<file path="src/rtl/ultrasonic_ranger.sv">
// Ultrasonic range sensor controller: trigger pulse, echo timing, distance in UNIT_CYC steps.
// Define RANGER_HOLDOFF_EN to enforce HOLDOFF_CYC cycles between trig_out rising edges.
module ultrasonic_ranger #(
  parameter int DisLen      = 16,
  parameter int TRIG_CYC    = 500,
  parameter int UNIT_CYC    = 292,
  parameter int WAIT_MAX    = 100000,
  parameter int ECHO_MAX    = 1900000,
  parameter int HOLDOFF_CYC = 3000000
) (
  input  logic            clk,
  input  logic            rst,
  input  logic            trigger,
  input  logic            echo,
  output logic            trig_out,
  output logic            triggerSuc,
  output logic            valid,
  output logic            fail,
  output logic [DisLen:0] distance
);
  localparam int TW_MAX  = (TRIG_CYC > WAIT_MAX) ? TRIG_CYC : WAIT_MAX;
  localparam int CNT_MAX = (TW_MAX > ECHO_MAX) ? TW_MAX : ECHO_MAX;
  localparam int CW      = $clog2(CNT_MAX + 1);
  localparam int PW      = $clog2(UNIT_CYC + 1);

  localparam logic [CW-1:0]   TRIG_LAST = CW'(TRIG_CYC);
  localparam logic [CW-1:0]   WAIT_LAST = CW'(WAIT_MAX - 1);
  localparam logic [CW-1:0]   ECHO_LAST = CW'(ECHO_MAX - 1);
  localparam logic [PW-1:0]   UNIT_LAST = PW'(UNIT_CYC - 1);
  localparam logic [DisLen:0] DIST_SAT  = '1;

  if (TRIG_CYC < 1 || UNIT_CYC < 1 || WAIT_MAX < 1 || ECHO_MAX < 2 || HOLDOFF_CYC < 2) begin : g_bad_params
    $error("ultrasonic_ranger: parameter out of range");
  end

`ifdef RANGER_HOLDOFF_EN
  typedef enum logic [2:0] {IDLE, TRIG, WAIT_ECHO, MEASURE, HOLDOFF} state_t;
  localparam state_t AFTER_ST = HOLDOFF;
  localparam int HW = $clog2(HOLDOFF_CYC + 1);
  localparam logic [HW-1:0] HOFF_SAT  = HW'(HOLDOFF_CYC);
  // IDLE is reached one cycle before trigger may be sampled, so open two cycles early.
  localparam logic [HW-1:0] HOFF_OPEN = HW'(HOLDOFF_CYC - 2);
  logic [HW-1:0] hoff_reg;
`else
  typedef enum logic [1:0] {IDLE, TRIG, WAIT_ECHO, MEASURE} state_t;
  localparam state_t AFTER_ST = IDLE;
`endif

  state_t          state_reg;
  logic            echo_s1_reg, echo_s2_reg, echo_prev_reg;
  logic [CW-1:0]   cnt_reg;
  logic [PW-1:0]   presc_reg, presc_next;
  logic [DisLen:0] acc_reg, acc_next;
  logic            trig_out_reg, suc_reg, valid_reg, fail_reg;
  logic [DisLen:0] dist_reg;
  logic            echo_rise;

  assign echo_rise = echo_s2_reg & ~echo_prev_reg;

  // One echo-high cycle worth of prescaler/accumulator advance.
  always_comb begin
    presc_next = presc_reg + 1'b1;
    acc_next   = acc_reg;
    if (presc_reg == UNIT_LAST) begin
      presc_next = '0;
      if (acc_reg != DIST_SAT) acc_next = acc_reg + 1'b1;
    end
  end

  always_ff @(posedge clk) begin
    if (rst) begin
      state_reg     <= IDLE;
      echo_s1_reg   <= 1'b0;
      echo_s2_reg   <= 1'b0;
      echo_prev_reg <= 1'b0;
      cnt_reg       <= '0;
      presc_reg     <= '0;
      acc_reg       <= '0;
      trig_out_reg  <= 1'b0;
      suc_reg       <= 1'b0;
      valid_reg     <= 1'b0;
      fail_reg      <= 1'b0;
      dist_reg      <= '0;
`ifdef RANGER_HOLDOFF_EN
      hoff_reg      <= '0;
`endif
    end else begin
      echo_s1_reg   <= echo;
      echo_s2_reg   <= echo_s1_reg;
      echo_prev_reg <= echo_s2_reg;
      suc_reg       <= 1'b0;
      valid_reg     <= 1'b0;
      fail_reg      <= 1'b0;
`ifdef RANGER_HOLDOFF_EN
      if (hoff_reg != HOFF_SAT) hoff_reg <= hoff_reg + 1'b1;
`endif
      case (state_reg)
        IDLE: begin
          if (trigger) begin
            state_reg    <= TRIG;
            trig_out_reg <= 1'b1;
            cnt_reg      <= CW'(1);
`ifdef RANGER_HOLDOFF_EN
            hoff_reg     <= '0;
`endif
          end
        end
        TRIG: begin
          if (cnt_reg == TRIG_LAST) begin
            state_reg    <= WAIT_ECHO;
            trig_out_reg <= 1'b0;
            suc_reg      <= 1'b1;
            cnt_reg      <= '0;
            presc_reg    <= '0;
            acc_reg      <= '0;
          end else if (!trigger) begin
            state_reg    <= IDLE;
            trig_out_reg <= 1'b0;
            cnt_reg      <= '0;
          end else begin
            cnt_reg <= cnt_reg + 1'b1;
          end
        end
        WAIT_ECHO: begin
          // The rising-edge cycle is the first echo-high cycle, so count it here.
          if (echo_rise) begin
            state_reg <= MEASURE;
            cnt_reg   <= CW'(1);
            presc_reg <= presc_next;
            acc_reg   <= acc_next;
          end else if (cnt_reg == WAIT_LAST) begin
            state_reg <= AFTER_ST;
            fail_reg  <= 1'b1;
            cnt_reg   <= '0;
          end else begin
            cnt_reg <= cnt_reg + 1'b1;
          end
        end
        MEASURE: begin
          if (!echo_s2_reg) begin
            state_reg <= AFTER_ST;
            valid_reg <= 1'b1;
            dist_reg  <= acc_reg;
            cnt_reg   <= '0;
            presc_reg <= '0;
            acc_reg   <= '0;
          end else if (cnt_reg == ECHO_LAST) begin
            state_reg <= AFTER_ST;
            fail_reg  <= 1'b1;
            cnt_reg   <= '0;
            presc_reg <= '0;
            acc_reg   <= '0;
          end else begin
            cnt_reg   <= cnt_reg + 1'b1;
            presc_reg <= presc_next;
            acc_reg   <= acc_next;
          end
        end
`ifdef RANGER_HOLDOFF_EN
        HOLDOFF: begin
          if (hoff_reg >= HOFF_OPEN) state_reg <= IDLE;
        end
`endif
        default: state_reg <= IDLE;
      endcase
    end
  end

  assign trig_out   = trig_out_reg;
  assign triggerSuc = suc_reg;
  assign valid      = valid_reg;
  assign fail       = fail_reg;
  assign distance   = dist_reg;
endmodule

</file>
<file path="config.mk">
export PLATFORM = sky130hd
export DESIGN_NAME = ultrasonic_ranger
export DESIGN_NICKNAME = d
export VERILOG_FILES = /design/src/rtl/ultrasonic_ranger.sv
export SDC_FILE = /design/constraint.sdc
export NUM_CORES = 1
export LEC_CHECK = 0
export CAP_MARGIN = 0
export CORE_UTILIZATION = 55
export CTS_BUF_LIST = sky130_fd_sc_hd__clkbuf_4
export CTS_CLUSTER_SIZE = 16
export DETAILED_ROUTE_END_ITERATION = 7
export PLACE_DENSITY = 0.8
export SYNTH_ARGS = -nofsm -noshare
export SYNTH_HDL_FRONTEND = slang
export SYNTH_SLANG_ARGS = --single-unit
</file>
<file path="constraint.sdc">
create_clock -name clk -period 2.7 [get_ports clk]
set_input_delay 0.54 -clock clk [delete_from_list [all_inputs] [get_ports clk]]
set_output_delay 0.54 -clock clk [all_outputs]
set_load 0.02 [all_outputs]
</file>
==> flow_metrics.py <==
metrics = {
    "outcome": {
        "status": "finished, violations left",
        "violations": "DRC",
    },
    "global_route": {
        "grt_max_degree": 52,
        "antenna_found_initial": 0,
        "grt_pass1_wl_um": 15500,
        "overflow": 0,
        "grt_pass1_vias": 3268,
        "globalRouteTotalUtil_pct": 27.1,
    },
    "logic_synthesis": {
        "netlist_area_um2": 3710,
        "yosys_warnings": 0,
        "ys_ff_latch": 73,
        "synthCells": 463,
        "synth_top_area_share_pct": 39.4,
        "syn-mean-instance-area_um2": 8.01,
        "seq_area_frac_synth_pct": 39.4,
        "synthTopCellsByArea": "dfxtp_1, a21oi_1, nand2_1",
        "synth_edf_count": 0,
        "async_flop_share_pct": 0,
        "syn-num-nets": 471,
        "ys.flop_type": "dfxtp_1",
        "yosys.area.top_type": "dfxtp_1",
        "synth_cell_type_count": 49,
    },
    "min_path": {
        "hold_class": "register to register",
        "hold_depth": 1,
    },
    "routing": {
        "via_per_inst": 6.43,
        "drtPass1Iterations": 7,
        "ant_nets": 0,
        "wl_per_cell_um": 16.0,
        "drc": 4,
        "drtIter0Drc": 321,
        "wl_um": 9030,
        "dr_total_vias": 3625,
    },
    "worst_setup_path": {
        "reg2reg_slack_ns": 0.26,
        "crit_path_start_kind": "register",
        "worstPathCellList": "ha_1, nor4bb_1, and2_1, nand3_1, or4_1, a21oi_1",
        "cpPeakStageDelay_ns": 0.51,
        "crit_slowest_cell": "nor4bb_1",
        "crit_end": "acc_reg[14]",
        "regToRegEndpoint": "acc_reg[14]",
        "path_buf_inv": 0,
        "required_ns": 3.05,
        "r2r-start": "presc_reg[0]",
        "r2r_cells": 6,
        "path_max_fanout": 10,
        "path_depth": 6,
        "path_class": "register to register",
        "cp_top_family": "simple AND/OR/NAND/NOR gates",
        "arrival_ns": 2.79,
        "crit_start": "presc_reg[0]",
        "end_kind": "register",
    },
    "clocking": {
        "cts.sinks": 73,
        "clk_path_buf_depth": 2,
        "cts_tree": "built",
        "clk_pin_slew_ns": 0.12,
        "insertion_delay_ns": 0.42,
        "cts_inserted_buffers": 9,
        "cts_root_buf": "clkbuf_4",
        "htreeDepth": 3,
        "hold_buffers": 0,
    },
    "sta": {
        "finalClockSkew_ns": 0.0144,
        "min_period_over_period_pct": 90.4,
        "period_needed_ns": 2.44,
        "slew_headroom_pct": 48.7,
        "finalHoldViolCount": 0,
        "setup_tns_ns": 0,
        "holdWs_ns": 0.451,
        "fmax_ghz": 0.410,
        "setup_viol": 0,
        "rsz0062_at_grt": "false",
        "tightest_slew_ns": 0.767,
        "drv_slew": 0,
    },
    "die": {
        "coreArea_um2": 6420,
        "dieArea_um2": 7080,
        "ioPinCount": 25,
        "die_h_um": 84.1,
        "rows": 29,
        "chipWidth_um": 84.1,
        "initial_core_util_pct": 57.8,
    },
    "power_and_ir_drop": {
        "power_frac_comb_pct": 5.0,
        "p_per_area_nw_per_um2": 463,
        "intPower_uw": 1500,
        "power.total_uw": 1960,
        "swShare_pct": 23.6,
        "clkPwrFrac_pct": 39.2,
        "seqPwrFrac_pct": 55.8,
        "p_leak_uw": 0.00128,
        "ir_drop_mv": 0.344,
        "power.switching_uw": 463,
    },
    "cells_and_area": {
        "final_net_count": 491,
        "final_common_cell": "dfxtp_1",
        "synthToLayoutAreaGrowth_pct": 14.2,
        "diodes": 0,
        "drive_above_1_share_pct": 9.03,
        "largest_register_ffs": 21,
        "final_area_um2": 4240,
        "final_cell_mix": "dfxtp_1, nand2_1, a21oi_1, nor2_1, clkdlybuf4s50_1",
        "fillCellCount": 559,
    },
    "job": {
        "cap_violations": 0,
    },
    "placed_design": {
        "dpl_cell_area_um2": 4080,
        "portBuffers": 24,
        "dp_hpwl_um": 6080,
        "gp_congestion": 0.876,
    },
}
[Yosys cell counts (2+ instances only)]
library cell / instances
nor2b_1: 5
ha_1: 4
nor3_1: 7
o31ai_1: 16
clkbuf_1: 28
a311oi_1: 2
a31oi_1: 2
or3_1: 6
nor4_1: 11
dfxtp_1: 73
nand3_1: 20
a2111oi_0: 19
buf_6: 2
nand2_1: 68
buf_1: 2
and3_1: 9
nand3b_1: 2
o21ai_0: 13
or4b_1: 5
and2_1: 2
or4_1: 15
inv_1: 11
nand4_1: 15
a211oi_1: 3
o21a_1: 2
o41ai_1: 4
nor2_1: 30
mux2i_1: 9
and4_1: 5
or2_2: 3
a21oi_1: 52
[logic make-up (layout without fill, tap and decap cells)]
family / Yosys count / after routing / share of synthesized area, %
compound gates: 121 / 121 / 21.2
xor+xnor: 1 / 1 / 0.236
fa+ha+maj: 4 / 4 / 1.35
buf+inv: 44 / 68 / 4.89
flops: 73 / 73 / 39.4
mux: 9 / 9 / 2.43
simple gates: 211 / 211 / 30.5
[metal layers]
metal | vias to the layer above | track usage [%] | wire (um)
met5 | - | 0 | 0
met4 | 0 | 13.2 | 189
met3 | 19 | 3.83 | 525
met2 | 112 | 41.7 | 4070
met1 | 1703 | 37.4 | 4250
li1 | 1791 | - | -
[what timing repair did]
item | CTS | global route
setup endpoints to repair | 0 | 4
setup buffers | 0 | 0
resized for setup | 0 | 1
[worst reg2reg max path, cell delays in order, from the launching register on]
cell      delay [ns]
dfxtp_1         0.41
ha_1            0.27
nor4bb_1        0.51
and2_1          0.44
nand3_1         0.16
or4_1           0.42
a21oi_1         0.16
[power groups by stage]
| stage | Sequential, uW | Clock (uW) | Combinational, uW |
|---|---|---|---|
| CTS | 1090 | 787 | 96.1 |
| detailed placement | 1120 | 0 | 95.5 |
| global placement | 1120 | 0 | 93.4 |
| finish | 1090 | 768 | 98.0 |
| floorplan | 1110 | 0 | 62.8 |
| global route | 1100 | 836 | 106 |
[metrics by stage]
| step | setup slack, ns | instances | util, % |
|---|---|---|---|
| after global placement | 0.252 | 549 | 63.5 |
| after global routing | 0.0128 | 564 | 66.0 |
| after CTS | 0.174 | 564 | 65.9 |
| after detailed placement | 0.114 | 549 | 63.5 |
| after floorplan | 0.389 | 463 | - |
| final | 0.259 | 564 | 66.0 |
[cell type report]
type / instances / area (um^2) / share of cell area [%]
Multi-Input combinational cell: 346 / 2080 / 49.1
Tap cell: 77 / 96.3 / 2.27
Clock inverter: 5 / 81.3 / 1.92
Clock buffer: 10 / 75.1 / 1.77
Inverter: 11 / 41.3 / 0.975
Timing Repair Buffer: 42 / 400 / 9.45
Sequential cell: 73 / 1460 / 34.5
[how the worst min path moves through the flow]
stage | slack, ns | from | endpoint
after CTS | 0.46 | echo_s1_reg | echo_s2_reg
final | 0.45 | echo_s1_reg | echo_s2_reg
after global routing | 0.47 | echo_s1_reg | echo_s2_reg
after detailed placement | 0.43 | echo_s1_reg | echo_s2_reg
after floorplan | 0.41 | echo_s1_reg | echo_s2_reg
after global placement | 0.43 | echo_s1_reg | echo_s2_reg
(Power assumes the default switching activity.)
